<file path="src/rtl/alu_arb_pkg.sv">
// Shared types and constants for the two-requester ALU arbiter.
// The opcode constants mirror the ALU_8bit decode so benches can build stimulus.
package alu_arb_pkg;

    typedef enum logic [1:0] {
        IDLE = 2'd0,
        EXEC = 2'd1,
        RESP = 2'd2
    } state_e;

    localparam logic ID_REQ0 = 1'b0;
    localparam logic ID_REQ1 = 1'b1;

    localparam logic [2:0] ALU_ADD = 3'd0;
    localparam logic [2:0] ALU_SUB = 3'd1;
    localparam logic [2:0] ALU_AND = 3'd2;
    localparam logic [2:0] ALU_OR  = 3'd3;
    localparam logic [2:0] ALU_XOR = 3'd4;
    localparam logic [2:0] ALU_NOT = 3'd5;
    localparam logic [2:0] ALU_SHL = 3'd6;
    localparam logic [2:0] ALU_SHR = 3'd7;

endpackage

</file>
<file path="src/rtl/ALU_8bit.sv">
// Shared 8-bit combinational ALU. Cout is the ninth result bit: carry for
// ADD, borrow for SUB, shifted-out bit for SHL, 0 for the logic operations.
module ALU_8bit (
    input  logic [7:0] A,
    input  logic [7:0] B,
    input  logic [2:0] ALU_Sel,
    output logic [7:0] ALU_Out,
    output logic       Zero,
    output logic       Cout
);

    logic [8:0] wide_s;

    // Opcode decode into a 9-bit result carrying the flag bit on top.
    always_comb begin
        wide_s = 9'd0;
        case (ALU_Sel)
            3'd0:    wide_s = {1'b0, A} + {1'b0, B};
            3'd1:    wide_s = {1'b0, A} - {1'b0, B};
            3'd2:    wide_s = {1'b0, A & B};
            3'd3:    wide_s = {1'b0, A | B};
            3'd4:    wide_s = {1'b0, A ^ B};
            3'd5:    wide_s = {1'b0, ~A};
            3'd6:    wide_s = {A, 1'b0};
            3'd7:    wide_s = {2'b00, A[7:1]};
            default: wide_s = 9'd0;
        endcase
    end

    assign ALU_Out = wide_s[7:0];
    assign Cout    = wide_s[8];
    assign Zero    = (wide_s[7:0] == 8'd0);

endmodule

</file>
<file path="src/rtl/rr_arb2.sv">
// Two-way round-robin grant. With both requests pending, the side that did
// not win the last accepted grant wins; a lone request always wins.
module rr_arb2 (
    input  logic       clk,
    input  logic       rst_n,
    input  logic       enable_i,
    input  logic [1:0] valid_i,
    input  logic       accept_i,
    output logic [1:0] grant_o
);

    logic last_grant_q;

    // One-hot grant, only while the owner is able to accept.
    always_comb begin
        grant_o = 2'b00;
        if (enable_i) begin
            case (valid_i)
                2'b01:   grant_o = 2'b01;
                2'b10:   grant_o = 2'b10;
                2'b11:   grant_o = last_grant_q ? 2'b01 : 2'b10;
                default: grant_o = 2'b00;
            endcase
        end else begin
            grant_o = 2'b00;
        end
    end

    // Pointer starts at requester 1 so requester 0 wins the first contention.
    always_ff @(posedge clk or negedge rst_n) begin
        if (!rst_n) begin
            last_grant_q <= 1'b1;
        end else if (accept_i) begin
            last_grant_q <= grant_o[1];
        end else begin
            last_grant_q <= last_grant_q;
        end
    end

endmodule

</file>
<file path="src/rtl/alu_arbiter.sv">
// Shares one ALU_8bit between two valid/ready requesters: IDLE arbitrates and
// latches operands, EXEC captures the ALU result, RESP holds it until consumed.
module alu_arbiter
    import alu_arb_pkg::*;
#(
    parameter int CNT_W = 16
) (
    input  logic             clk,
    input  logic             rst_n,
    input  logic             req0_valid,
    output logic             req0_ready,
    input  logic [7:0]       req0_a,
    input  logic [7:0]       req0_b,
    input  logic [2:0]       req0_sel,
    input  logic             req1_valid,
    output logic             req1_ready,
    input  logic [7:0]       req1_a,
    input  logic [7:0]       req1_b,
    input  logic [2:0]       req1_sel,
    output logic             rsp_valid,
    input  logic             rsp_ready,
    output logic             rsp_id,
    output logic [7:0]       rsp_result,
    output logic             rsp_zero,
    output logic             rsp_carry,
    output logic             busy,
    output logic [CNT_W-1:0] done0_cnt,
    output logic [CNT_W-1:0] done1_cnt
);

    state_e           state_q;
    logic [7:0]       a_q, b_q, result_q;
    logic [2:0]       sel_q;
    logic             id_q, zero_q, carry_q;
    logic [CNT_W-1:0] done0_q, done1_q;
    logic [1:0]       grant_s;
    logic             accept_s, idle_s;
    logic [7:0]       alu_out_s;
    logic             alu_zero_s, alu_cout_s;

    // Ready is gated by rst_n so both readies read 0 while reset is held.
    assign idle_s   = (state_q == IDLE) && rst_n;
    assign accept_s = (grant_s[0] && req0_valid) || (grant_s[1] && req1_valid);

    rr_arb2 u_rr_arb2 (
        .clk      (clk),
        .rst_n    (rst_n),
        .enable_i (idle_s),
        .valid_i  ({req1_valid, req0_valid}),
        .accept_i (accept_s),
        .grant_o  (grant_s)
    );

    ALU_8bit u_alu (
        .A       (a_q),
        .B       (b_q),
        .ALU_Sel (sel_q),
        .ALU_Out (alu_out_s),
        .Zero    (alu_zero_s),
        .Cout    (alu_cout_s)
    );

    // Sequencer: operand capture, result capture and completion counting.
    always_ff @(posedge clk or negedge rst_n) begin
        if (!rst_n) begin
            state_q  <= IDLE;
            a_q      <= 8'd0;
            b_q      <= 8'd0;
            sel_q    <= 3'd0;
            id_q     <= 1'b0;
            result_q <= 8'd0;
            zero_q   <= 1'b0;
            carry_q  <= 1'b0;
            done0_q  <= '0;
            done1_q  <= '0;
        end else begin
            case (state_q)
                IDLE: begin
                    if (accept_s) begin
                        a_q     <= grant_s[1] ? req1_a   : req0_a;
                        b_q     <= grant_s[1] ? req1_b   : req0_b;
                        sel_q   <= grant_s[1] ? req1_sel : req0_sel;
                        id_q    <= grant_s[1] ? ID_REQ1  : ID_REQ0;
                        state_q <= EXEC;
                    end else begin
                        state_q <= IDLE;
                    end
                end
                EXEC: begin
                    result_q <= alu_out_s;
                    zero_q   <= alu_zero_s;
                    carry_q  <= alu_cout_s;
                    state_q  <= RESP;
                end
                RESP: begin
                    if (rsp_ready) begin
                        if (id_q == ID_REQ1) begin
                            if (!(&done1_q)) done1_q <= done1_q + {{(CNT_W-1){1'b0}}, 1'b1};
                        end else begin
                            if (!(&done0_q)) done0_q <= done0_q + {{(CNT_W-1){1'b0}}, 1'b1};
                        end
                        state_q <= IDLE;
                    end else begin
                        state_q <= RESP;
                    end
                end
                default: state_q <= IDLE;
            endcase
        end
    end

    assign req0_ready = grant_s[0];
    assign req1_ready = grant_s[1];
    assign rsp_valid  = (state_q == RESP);
    assign busy       = (state_q != IDLE);
    assign rsp_id     = id_q;
    assign rsp_result = result_q;
    assign rsp_zero   = zero_q;
    assign rsp_carry  = carry_q;
    assign done0_cnt  = done0_q;
    assign done1_cnt  = done1_q;

endmodule
</file>
<file path="config.mk">
export PLATFORM = sky130hd
export DESIGN_NAME = alu_arbiter
export DESIGN_NICKNAME = d
export VERILOG_FILES = /design/src/rtl/alu_arb_pkg.sv /design/src/rtl/ALU_8bit.sv /design/src/rtl/rr_arb2.sv /design/src/rtl/alu_arbiter.sv
export SDC_FILE = /design/constraint.sdc
export NUM_CORES = 1
export LEC_CHECK = 0
export BUFFER_PORTS_ARGS = -buffer_cell sky130_fd_sc_hd__buf_4
export CORE_MARGIN = 5
export CORE_UTILIZATION = 40
export CTS_BUF_LIST = sky130_fd_sc_hd__clkbuf_8
export CTS_CLUSTER_DIAMETER = 120
export DETAILED_ROUTE_END_ITERATION = 8
export GPL_TIMING_DRIVEN = 0
export PLACE_DENSITY = 0.7
export SKIP_LAST_GASP = 1
export SLEW_MARGIN = 20
export SYNTH_ARGS = -nofsm -noshare
export SYNTH_HDL_FRONTEND = slang
export SYNTH_SLANG_ARGS = --single-unit
</file>
<file path="constraint.sdc">
create_clock -name clk -period 4.1 [get_ports clk]
set_input_delay 0.205 -clock clk [delete_from_list [all_inputs] [get_ports clk]]
set_output_delay 0.205 -clock clk [all_outputs]
set_load 0.05 [all_outputs]
</file>
==> qor.yml <==
worst_setup_path:
  critPathMostFrequentCell: "nor2_1"
  slowest_delay_ns: 0.54
  cp_max_fo: 10
  worstSetupEndpointType: "flip-flop"
  startpoint_type: "flip-flop"
  crit_required_ns: 4.38
  critical_path.cell_chain: "buf_2 > nor2_1 > nand2_1 > nor2_1 > a21oi_1 > fa_1 > a211oi_1 > nor2_1 > o21bai_1 > a21boi_0 > or4b_1 > nand3_1"
  worstSetupPathType: "flip-flop to flip-flop"
  crit_arrival_ns: 3.57
  cp_slowest_cell: "or4b_1"
global_route:
  grt_pass1_vias: 3600
  antenna_found_initial: 0
  grt_max_degree: 67
  grt-ovfl-total: 0
  grt_pass1_wl_um: 17700
  grtUsageTotal_pct: 17.1
yosys:
  syn_inst: 441
  synth_ff_type: "dfrtp_1"
  ys_warn_count: 0
  yosysSeqAreaShare_pct: 40.0
  synth_nets: 512
  synth-edff-count: 0
  synth_async_sr_flop_share_pct: 100
  yosys.cell_types.count: 59
  synth_area_leaders: "dfrtp_1 39%, ha_1 8.3%, mux2i_1 5.7%"
  synth_top_area_share_pct: 39.4
  yosysTopAreaCell: "dfrtp_1"
  yosys_register_bits: 65
  synth_area_um2: 4070
  avgSynthCellArea_um2: 9.22
sta:
  period_needed_ns: 3.29
  finalMaxSlewViolations: 0
  fmax_mhz: 304
  rsz0062_at_grt: "false"
  tightest_slew_ns: 0.832
  hold_violations: 0
  tns_ns: 0
  setup_violations: 0
  finClkSkew_ns: 0.0168
  slew_headroom_pct: 44.5
  fin_crit_sh_pct: 80.3
clock_tree:
  clock_sinks: 65
  numCtsBuffers: 9
  htreeDepth: 3
  cts-resized-gates: 0
  clock_path_buffers: 2
  postCtsHoldBufs: 1
  cts-root-buf: "clkbuf_8"
  clock_latency_ns: 0.34
  clk_pin_slew_ns: 0.08
  post_cts_buffers: 0
  cts_tree: "done"
floorplanning:
  io_pins: 90
  die-area_um2: 12300
  die_h_um: 111
  start_util_pct: 41.2
  fp.coreArea_um2: 9860
  fp-row-count: 36
  die_x_um: 111
run_status:
  outcome: "completed"
finish:
  finalInstanceArea_um2: 5100
  antennaDiodeCount: 0
  final_layout_size_suffix_gt1_share_pct: 23.4
  areaGrowthSynthToFinish_pct: 25.4
  final_common_cell: "buf_4"
  fin_nets: 613
  final_cell_mix: "90 x buf_4, 64 x dfrtp_1, 57 x nor2_1"
drt:
  via_per_inst: 5.23
  dr.pass1.iters: 4
  wirelength_um: 10200
  final_antenna_net_count: 0
  wl_per_cell_um: 15.0
  drcViolationCount: 0
  num_vias: 3557
  first_iter_violations: 119
pwr:
  p_leak_uw: 0.00250
  max-vdd-ir-drop_uv: 506
  cellPowerDensity_nw_per_um2: 706
job:
  max-cap-violations: 0
placement:
  place.gp.congestion: 0.902
  io_buffers: 89
  post_dp_cell_area_um2: 4900
  dpl.hpwl_um: 7890
hold_path:
  hp-class: "input port to flip-flop"
power breakdown:
group,switching [uW],internal (uW)
logic,1250,813
clock network,261,256
registers,208,811
total,1720,1880
area by class of cell:
| cell class | instances | area (um2) |
|---|---|---|
| buffer | 16 | 77.6 |
| clock buffer | 11 | 151 |
| clock inverter | 5 | 37.5 |
| fill | 914 | 4770 |
| inverter | 30 | 113 |
| multi-input combinational | 330 | 2250 |
| sequential | 65 | 1630 |
| tap | 133 | 166 |
| timing repair buffer | 90 | 678 |
critical path: cells and delay by family (launching register included):
family | cells | cell delay, ns
and+or+nand+nor | 6 | 1.56
AOI/OAI and AO/OA | 4 | 0.64
adders and majority gates | 1 | 0.47
DFF | 1 | 0.38
buffers and inverters | 1 | 0.18
stage by stage:
step / worst slack (ns) / instances / utilization [%] / hold WS (ns) / power [uW]
after floorplan: 1.41 / 441 / - / -0.0906 / 2510
after global placement: 0.959 / 663 / 49.7 / 0.353 / 3040
after global routing: 0.539 / 680 / 51.7 / 0.0647 / 3900
final: 0.807 / 680 / 51.7 / 0.0705 / 3600
after detailed placement: 0.871 / 663 / 49.7 / 0.366 / 3090
after CTS: 0.845 / 680 / 51.7 / 0.0606 / 3620
state kept, by name, summed over array words and instances, names as in the netlist:
| signal | count |
|---|---|
| sel_q | 3 |
| done0_cnt | 16 |
| state_q | 2 |
| a_q | 8 |
| rsp_id | 1 |
| rsp_zero | 1 |
| rsp_carry | 1 |
| u_rr_arb2.last_grant_q | 1 |
| rsp_result | 8 |
| done1_cnt | 16 |
| b_q | 8 |
layer usage:
metal / wire length (um) / GRT usage [%] / up-vias
met5: 0 / 0 / -
met4: 199 / 5.50 / 0
met3: 626 / 3.60 / 17
met2: 4810 / 27.0 / 109
met1: 4540 / 23.5 / 1690
li1: - / - / 1741
worst paths after layout:
path	depth (start not counted)	slack, ns	endpoint	startpoint
setup / recovery	12	0.81	rsp_carry	sel_q[2]
hold / removal	2	0.07	state_q[1]	rsp_ready
setup reg to reg	12	0.81	rsp_carry	sel_q[2]
hold reg to reg	2	0.49	rsp_result[6]	rsp_result[6]
max in group asynchronous	2	3.04	b_q[0]	rst_n
min in group asynchronous	2	0.48	rsp_result[7]	rst_n
logic make-up (layout without fill, tap and decap cells):
logic type      after synthesis  after routing  share of synthesized area, %
compound gates               82             82                          12.4
xor+xnor                     38             38                          8.19
fa+ha+maj                    28             28                          8.80
buf+inv                      46            152                          4.68
flops                        65             65                          40.0
mux                          30             30                          8.43
simple gates                152            152                          17.5
cells in the mapped netlist, types with 4 or more instances:
library cell	n
a21oi_1	34
and3_1	5
buf_2	5
clkbuf_1	6
dfrtp_1	64
ha_1	27
inv_1	29
mux2_2	4
mux2i_1	23
nand2_1	39
nand2b_1	7
nand3_1	13
nand4_1	10
nor2_1	57
nor4_1	4
o21ai_0	16
xnor2_1	26
xor2_1	12
No activity file was read; power rests on OpenSTA's default activity.
